<file path="src/rtl/gif_frame_fetch_if.sv">
// gif_frame_fetch_if: SDRAM master bus plus pixel stream bundle for gif_frame_fetch
// master: frame fetcher (drives if_address/if_read/..., pix_data/pix_valid/pix_sof/pix_eol)
// slave:  memory interface and pixel consumer (drive if_acknowledge/if_read_data, pix_ready)
interface gif_frame_fetch_if #(
  parameter int ADDR_W = 26,
  parameter int DATA_W = 128,
  parameter int PIX_W  = 16
);
  logic [ADDR_W-1:0]   if_address;
  logic [DATA_W/8-1:0] if_byte_enable;
  logic                if_read;
  logic                if_write;
  logic [DATA_W-1:0]   if_write_data;
  logic                if_acknowledge;
  logic [DATA_W-1:0]   if_read_data;
  logic [PIX_W-1:0]    pix_data;
  logic                pix_valid;
  logic                pix_ready;
  logic                pix_sof;
  logic                pix_eol;
  modport master (
    output if_address, if_byte_enable, if_read, if_write, if_write_data,
    input  if_acknowledge, if_read_data,
    output pix_data, pix_valid, pix_sof, pix_eol,
    input  pix_ready
  );
  modport slave (
    input  if_address, if_byte_enable, if_read, if_write, if_write_data,
    output if_acknowledge, if_read_data,
    input  pix_data, pix_valid, pix_sof, pix_eol,
    output pix_ready
  );
endinterface

</file>
<file path="src/rtl/gif_frame_fetch.sv">
// gif_frame_fetch: reads one GIF frame from SDRAM (128-bit words) and streams it as 16-bit pixels
// clk, reset_n (async, active low); frame_start pulse with frame_idx/image_idx selects the frame slot
// busy/frame_done report progress; stall_count counts consumer-ready cycles with no pixel
// bus (master modport): SDRAM read port and pixel stream with sof/eol markers
// Optional GIF_FETCH_STATS_EN enables stall_count, otherwise it is tied to 0
module gif_frame_fetch #(
  parameter int ADDR_W      = 26,
  parameter int DATA_W      = 128,
  parameter int PIX_W       = 16,
  parameter int H_ACTIVE    = 640,
  parameter int V_ACTIVE    = 480,
  parameter int FRAME_SHIFT = 20,
  parameter int IMAGE_SHIFT = 23,
  parameter int FIFO_DEPTH  = 16
) (
  input  logic              clk,
  input  logic              reset_n,
  input  logic              frame_start,
  input  logic [7:0]        frame_idx,
  input  logic [7:0]        image_idx,
  output logic              busy,
  output logic              frame_done,
  output logic [15:0]       stall_count,
  gif_frame_fetch_if.master bus
);
  localparam int WORDS = H_ACTIVE * V_ACTIVE / 8;
  localparam int NW    = $clog2(WORDS);
  localparam int XW    = $clog2(H_ACTIVE);
  localparam int YW    = $clog2(V_ACTIVE);
  localparam int PW    = $clog2(FIFO_DEPTH);
  typedef enum logic [1:0] {IDLE, FETCH, DRAIN} state_t;
  state_t            state_q;
  logic [ADDR_W-1:0] addr_q;
  logic [NW-1:0]     word_q;
  logic              rd_q;
  logic              busy_q;
  logic              done_q;
  logic [DATA_W-1:0] mem_q [FIFO_DEPTH];
  logic [PW-1:0]     wp_q;
  logic [PW-1:0]     rp_q;
  logic [PW:0]       cnt_q;
  logic [PW:0]       cnt_d;
  logic [XW-1:0]     x_q;
  logic [YW-1:0]     y_q;
  logic              valid;
  logic              accept;
  logic              ack;
  logic              pop;
  logic              last_x;
  logic              last_pix;
  logic              start_ok;
  logic [ADDR_W-1:0] base;
  assign valid    = cnt_q != '0;
  assign accept   = valid & bus.pix_ready;
  assign ack      = rd_q & bus.if_acknowledge;
  // a word leaves the FIFO once its eighth pixel is taken; x low bits select the pixel
  assign pop      = accept & (x_q[2:0] == 3'd7);
  assign last_x   = x_q == XW'(H_ACTIVE - 1);
  assign last_pix = accept & last_x & (y_q == YW'(V_ACTIVE - 1));
  assign start_ok = (state_q == IDLE) & frame_start;
  assign cnt_d    = cnt_q + (PW+1)'(ack) - (PW+1)'(pop);
  assign base     = (ADDR_W'(image_idx) << IMAGE_SHIFT) + (ADDR_W'(frame_idx) << FRAME_SHIFT);
  assign bus.if_address     = addr_q;
  assign bus.if_byte_enable = '1;
  assign bus.if_read        = rd_q;
  assign bus.if_write       = 1'b0;
  assign bus.if_write_data  = '0;
  assign bus.pix_valid      = valid;
  assign bus.pix_data       = valid ? mem_q[rp_q][PIX_W*int'(x_q[2:0]) +: PIX_W] : '0;
  assign bus.pix_sof        = valid & (x_q == '0) & (y_q == '0);
  assign bus.pix_eol        = valid & last_x;
  assign busy               = busy_q;
  assign frame_done         = done_q;
  always_ff @(posedge clk or negedge reset_n)
    if (!reset_n) begin
      state_q <= IDLE;
      addr_q  <= '0;
      word_q  <= '0;
      rd_q    <= 1'b0;
      busy_q  <= 1'b0;
      done_q  <= 1'b0;
    end else begin
      done_q <= 1'b0;
      case (state_q)
        IDLE:
          if (start_ok) begin
            state_q <= FETCH;
            addr_q  <= base;
            word_q  <= '0;
            rd_q    <= 1'b1;
            busy_q  <= 1'b1;
          end
        FETCH: begin
          if (ack) begin
            addr_q <= addr_q + ADDR_W'(DATA_W / 8);
            word_q <= word_q + NW'(1);
          end
          // one read in flight at most, so a new read needs a free slot after this cycle's push/pop
          if (ack && word_q == NW'(WORDS - 1)) begin
            state_q <= DRAIN;
            rd_q    <= 1'b0;
          end else if (ack || !rd_q)
            rd_q <= cnt_d < (PW+1)'(FIFO_DEPTH);
        end
        DRAIN:
          if (last_pix) begin
            state_q <= IDLE;
            busy_q  <= 1'b0;
            done_q  <= 1'b1;
          end
        default: state_q <= IDLE;
      endcase
    end
  always_ff @(posedge clk)
    if (ack) mem_q[wp_q] <= bus.if_read_data;
  always_ff @(posedge clk or negedge reset_n)
    if (!reset_n) begin
      wp_q  <= '0;
      rp_q  <= '0;
      cnt_q <= '0;
      x_q   <= '0;
      y_q   <= '0;
    end else begin
      if (ack) wp_q <= wp_q + PW'(1);
      if (pop) rp_q <= rp_q + PW'(1);
      cnt_q <= cnt_d;
      if (accept) begin
        x_q <= last_x ? '0 : x_q + XW'(1);
        if (last_x) y_q <= (y_q == YW'(V_ACTIVE - 1)) ? '0 : y_q + YW'(1);
      end
    end
`ifdef GIF_FETCH_STATS_EN
  logic [15:0] stall_q;
  always_ff @(posedge clk or negedge reset_n)
    if (!reset_n) stall_q <= '0;
    else if (start_ok) stall_q <= '0;
    else if (busy_q & bus.pix_ready & !valid & (stall_q != 16'hFFFF)) stall_q <= stall_q + 16'd1;
  assign stall_count = stall_q;
`else
  assign stall_count = '0;
`endif
endmodule
</file>
<file path="src/flat_wrapper.sv">
// flat-port wrapper written by rule: the top's interface ports become plain ports
module gif_frame_fetch_flat 
#(
  parameter int ADDR_W      = 26,
  parameter int DATA_W      = 128,
  parameter int PIX_W       = 16,
  parameter int H_ACTIVE    = 640,
  parameter int V_ACTIVE    = 480,
  parameter int FRAME_SHIFT = 20,
  parameter int IMAGE_SHIFT = 23,
  parameter int FIFO_DEPTH  = 16
)
  (clk, reset_n, frame_start, frame_idx, image_idx, busy, frame_done, stall_count, bus_if_address, bus_if_byte_enable, bus_if_read, bus_if_write, bus_if_write_data, bus_if_acknowledge, bus_if_read_data, bus_pix_data, bus_pix_valid, bus_pix_sof, bus_pix_eol, bus_pix_ready);
  gif_frame_fetch_if #(.ADDR_W(ADDR_W), .DATA_W(DATA_W), .PIX_W(PIX_W)) bus_i ();
  input  logic clk;
  input  logic reset_n;
  input  logic frame_start;
  input  logic [7:0] frame_idx;
  input  logic [7:0] image_idx;
  output logic busy;
  output logic frame_done;
  output logic [15:0] stall_count;
  output wire logic [$bits(bus_i.if_address)-1:0] bus_if_address;
  output wire logic [$bits(bus_i.if_byte_enable)-1:0] bus_if_byte_enable;
  output wire logic [$bits(bus_i.if_read)-1:0] bus_if_read;
  output wire logic [$bits(bus_i.if_write)-1:0] bus_if_write;
  output wire logic [$bits(bus_i.if_write_data)-1:0] bus_if_write_data;
  input wire logic [$bits(bus_i.if_acknowledge)-1:0] bus_if_acknowledge;
  input wire logic [$bits(bus_i.if_read_data)-1:0] bus_if_read_data;
  output wire logic [$bits(bus_i.pix_data)-1:0] bus_pix_data;
  output wire logic [$bits(bus_i.pix_valid)-1:0] bus_pix_valid;
  output wire logic [$bits(bus_i.pix_sof)-1:0] bus_pix_sof;
  output wire logic [$bits(bus_i.pix_eol)-1:0] bus_pix_eol;
  input wire logic [$bits(bus_i.pix_ready)-1:0] bus_pix_ready;
  assign bus_if_address = bus_i.if_address;
  assign bus_if_byte_enable = bus_i.if_byte_enable;
  assign bus_if_read = bus_i.if_read;
  assign bus_if_write = bus_i.if_write;
  assign bus_if_write_data = bus_i.if_write_data;
  assign bus_i.if_acknowledge = bus_if_acknowledge;
  assign bus_i.if_read_data = bus_if_read_data;
  assign bus_pix_data = bus_i.pix_data;
  assign bus_pix_valid = bus_i.pix_valid;
  assign bus_pix_sof = bus_i.pix_sof;
  assign bus_pix_eol = bus_i.pix_eol;
  assign bus_i.pix_ready = bus_pix_ready;
  gif_frame_fetch #(.ADDR_W(ADDR_W), .DATA_W(DATA_W), .PIX_W(PIX_W), .H_ACTIVE(H_ACTIVE), .V_ACTIVE(V_ACTIVE), .FRAME_SHIFT(FRAME_SHIFT), .IMAGE_SHIFT(IMAGE_SHIFT), .FIFO_DEPTH(FIFO_DEPTH)) u_core (.clk(clk), .reset_n(reset_n), .frame_start(frame_start), .frame_idx(frame_idx), .image_idx(image_idx), .busy(busy), .frame_done(frame_done), .stall_count(stall_count), .bus(bus_i));
endmodule
</file>
<file path="config.mk">
export PLATFORM = sky130hd
export DESIGN_NAME = gif_frame_fetch_flat
export DESIGN_NICKNAME = d
export VERILOG_FILES = /design/src/rtl/gif_frame_fetch_if.sv /design/src/rtl/gif_frame_fetch.sv /design/src/flat_wrapper.sv
export SDC_FILE = /design/constraint.sdc
export NUM_CORES = 2
export LEC_CHECK = 0
export CORE_MARGIN = 5
export CORE_UTILIZATION = 30
export CTS_BUF_LIST = sky130_fd_sc_hd__clkbuf_16
export DETAILED_ROUTE_END_ITERATION = 6
export PLACE_DENSITY = 0.54
export SLEW_MARGIN = 15
export SYNTH_ARGS = -nofsm -noshare
export SYNTH_HDL_FRONTEND = slang
export SYNTH_SLANG_ARGS = --single-unit
</file>
<file path="constraint.sdc">
create_clock -name clk -period 5.4 [get_ports clk]
set_input_delay 1.08 -clock clk [delete_from_list [all_inputs] [get_ports clk]]
set_output_delay 1.08 -clock clk [all_outputs]
set_load 0.02 [all_outputs]
</file>
==> impl_metrics.json <==
{
  "clock_latency_ns": 0.86,
  "postSynth.asyncResetShare_pct": 3.53,
  "io_buffers": 185,
  "fmax_ghz": 0.190,
  "row_count": 194,
  "antenna_found_initial": 61,
  "vias": 42300,
  "regArea_um2": 63400,
  "drive_gt1_share_pct": 21.4,
  "ios": 358,
  "ys_dominant_reg_cell": "edfxtp_1",
  "multi_input_area_um2": 18700,
  "setup_viol": 0,
  "h-tree-depth": 4,
  "end_kind": "output pin",
  "comb_power_share_pct": 28.4,
  "tightest_slew_ns": 1.01,
  "internal_power_uw": 33800,
  "swShare_pct": 30.4,
  "slowest_delay_ns": 0.79,
  "finalSetupTns_ns": 0,
  "crit_chain": "buf_4 -> nor2b_4 -> buf_12 -> a22o_1 -> o21ai_1 -> o21ai_1 -> a211oi_1 -> a31oi_1 -> clkdlybuf4s50_1",
  "grt_first_pass_wirelength_um": 321000,
  "fin_hold_ws_ns": 0.361,
  "syn_area_um2": 84300,
  "crit_required_ns": 4.32,
  "rsz0062_at_grt": "false",
  "grtUsageTotal_pct": 15.1,
  "cp.arrival_ns": 4.17,
  "drtAntennaViolNets": 0,
  "ys_types": 74,
  "die_y_um": 540,
  "drcViolationCount": 0,
  "grt.overflow.total": 0,
  "switchingPower_uw": 14800,
  "path_clk_slew_ns": 0.06,
  "cap_violations": 0,
  "die_w_um": 540,
  "ir_drop_uv": 305,
  "max-slew-margin-rel_pct": 32.7,
  "cts_root_buf": "clkbuf_16",
  "area_growth_pct": 17.0,
  "drv_slew": 0,
  "worstSetupPathType": "reg -> out",
  "cp-start-kind": "flop",
  "dp_hpwl_um": 133000,
  "yosysWarnings": 0,
  "path_max_fanout": 29,
  "die_area_um2": 292000,
  "clk_path_buf_depth": 3,
  "core-area_um2": 279000,
  "drtIter0Drc": 3688,
  "cts_sinks": 2123,
  "start_util_pct": 30.2,
  "totalWireLength_um": 226000,
  "grt_pass1_vias": 42900,
  "fin_skew_ns": 0.0548,
  "syn_area_per_cell_um2": 20.3,
  "fillers": 25800,
  "cts.hold.buffers_added": 0,
  "p_seq_share_pct": 40.8,
  "critPathBufInv": 3,
  "routedWlPerCell_um": 26.5,
  "finalCriticalPeriod_ns": 5.25,
  "hold_viol_final": 0,
  "cts_tree": "built",
  "cp_top_family": "buffers and inverters",
  "syn_inst": 4151,
  "p_clk_share_pct": 30.8,
  "power.leakage_uw": 0.0317,
  "gp_congestion": 0.742,
  "cp_slowest_cell": "clkdlybuf4s50_1",
  "min_path_type": "in -> async",
  "power.density_nw_per_um2": 493,
  "timing.critical_path.mode_cell": "o21ai_1",
  "ys_ff_latch": 2123,
  "status": "finished, final reports clean",
  "vias_per_cell": 4.97,
  "synth_edf_count": 2048,
  "period_share_pct": 97.3,
  "nNetsFinal": 4752,
  "ys_seq_area_share_pct": 75.2,
  "cts_made_buffers": 219,
  "drt_pass1_iterations": 6,
  "grt_max_degree": 76
}
-- metal layers --
metal,part of all wire [%],vias up,GRT usage (%)
li1,-,17800,-
met1,43,22700,20.3
met2,48,1459,24.5
met3,7.3,354,3.60
met4,2.1,36,3.84
met5,0.10,-,0
-- layout by cell type, fill, tap and decap left out, types with 70 or more instances in the layout --
| cell | netlist | routed |
|---|---|---|
| edfxtp_1 | 2048 | 2048 |
| mux4_2 | 382 | 382 |
| mux2i_1 | 294 | 294 |
| clkbuf_16 | 0 | 222 |
| buf_4 | 193 | 182 |
| clkdlybuf4s50_1 | 0 | 170 |
| conb_1 | 2 | 165 |
| a21oi_1 | 108 | 105 |
| a221oi_1 | 91 | 91 |
| nand2_1 | 82 | 81 |
| inv_1 | 23 | 76 |
| a22oi_1 | 73 | 73 |
| dfrtp_1 | 75 | 70 |
-- cells in the mapped netlist, drive strengths merged, types with 9 or more instances --
cell type,number,area share (%)
a21boi,9,0.080
a21oi,108,0.64
a221oi,100,1.1
a22o,27,0.28
a22oi,73,0.65
a31oi,24,0.18
and2,18,0.14
and3,14,0.10
buf,313,3.1
clkbuf,68,0.30
dfrtp,75,2.2
edfxtp,2048,73
ha,19,0.28
inv,24,0.11
mux2i,294,3.5
mux4,392,11
nand2,82,0.37
nand2b,32,0.24
nand3,34,0.20
nand4,18,0.13
nor2,63,0.29
nor2b,14,0.11
nor3,64,0.38
nor4,10,0.097
o21ai,74,0.44
o22ai,19,0.14
xnor2,24,0.25
xor2,20,0.21
-- flip-flops by register name, indices dropped and copies added, names as in the netlist --
signal                 flops
u_core.bus.if_address     22
u_core.bus.if_read         1
u_core.busy                1
u_core.cnt_q               5
u_core.frame_done          1
u_core.mem_q            2048
u_core.rp_q                4
u_core.state_q             2
u_core.word_q             16
u_core.wp_q                4
u_core.x_q                10
u_core.y_q                 9
-- kinds of logic after synthesis --
logic type	Yosys count	synth area share, %
AND/OR/NAND/NOR	376	2.30
multiplexers	692	14.1
adder cells (fa/ha/maj)	21	0.330
flip-flops	2123	75.2
XOR/XNOR	44	0.457
AO/OA/AOI/OAI	486	4.04
buffers and inverters	407	3.55
other	2	0.00891
-- timing repair --
action / 4_1_cts / 5_1_grt
resized for setup: 9 / 10
setup endpoints to repair: 16 / 9
cloned: 0 / 1
buffers inserted: 15 / 5
pin swaps: 1 / 1
hold endpoints to repair: 0 / 0
-- layout make-up --
| class | instances | area share, % |
|---|---|---|
| Sequential cell | 2123 | 64.3 |
| Multi-Input combinational cell | 1784 | 18.9 |
| Clock buffer | 221 | 5.61 |
| Tap cell | 3724 | 4.73 |
| Timing Repair Buffer | 428 | 4.63 |
| Clock inverter | 190 | 1.68 |
| Inverter | 26 | 0.0990 |
| Antenna cell | 17 | 0.0431 |
-- final timing paths --
kind	from	to	slack (ns)	cells after the start
worst max register to register	u_core.cnt_q[3]	u_core.bus.if_read	2.05	16
max in group asynchronous	reset_n	u_core.rp_q[1]	4.24	1
worst max-delay path	u_core.rp_q[3]	bus_pix_data[12]	0.15	9
worst min register to register	u_core.y_q[7]	u_core.y_q[7]	0.51	1
worst min-delay path	reset_n	u_core.bus.if_address[6]	0.36	1
min in group clk	u_core.y_q[7]	u_core.y_q[7]	0.51	1
-- power by group through the flow --
| stage | sequential, µW | clock [µW] | combinational, µW |
|---|---|---|---|
| after floorplan | 20200 | 0 | 8860 |
| after global placement | 20200 | 0 | 13700 |
| after detailed placement | 20300 | 0 | 13700 |
| after CTS | 19900 | 15300 | 14000 |
| after global routing | 19900 | 16000 | 14600 |
| final | 19900 | 15000 | 13800 |
-- per-stage QoR --
stage          power [µW]  instances  utilization, %  area (µm²)  setup slack (ns)
2_1_floorplan       29100       4314               -       84900             0.413
3_3_place_gp        33900       8064            32.6       91100             0.265
3_5_place_dp        34000       8064            32.6       91100             0.299
4_1_cts             49200       8490            35.2       98400          0.000185
5_1_grt             50600       8499            35.3       98600            0.0126
6_report            48600       8513            35.3       98600             0.146
Power figures use the tool's default switching activity.
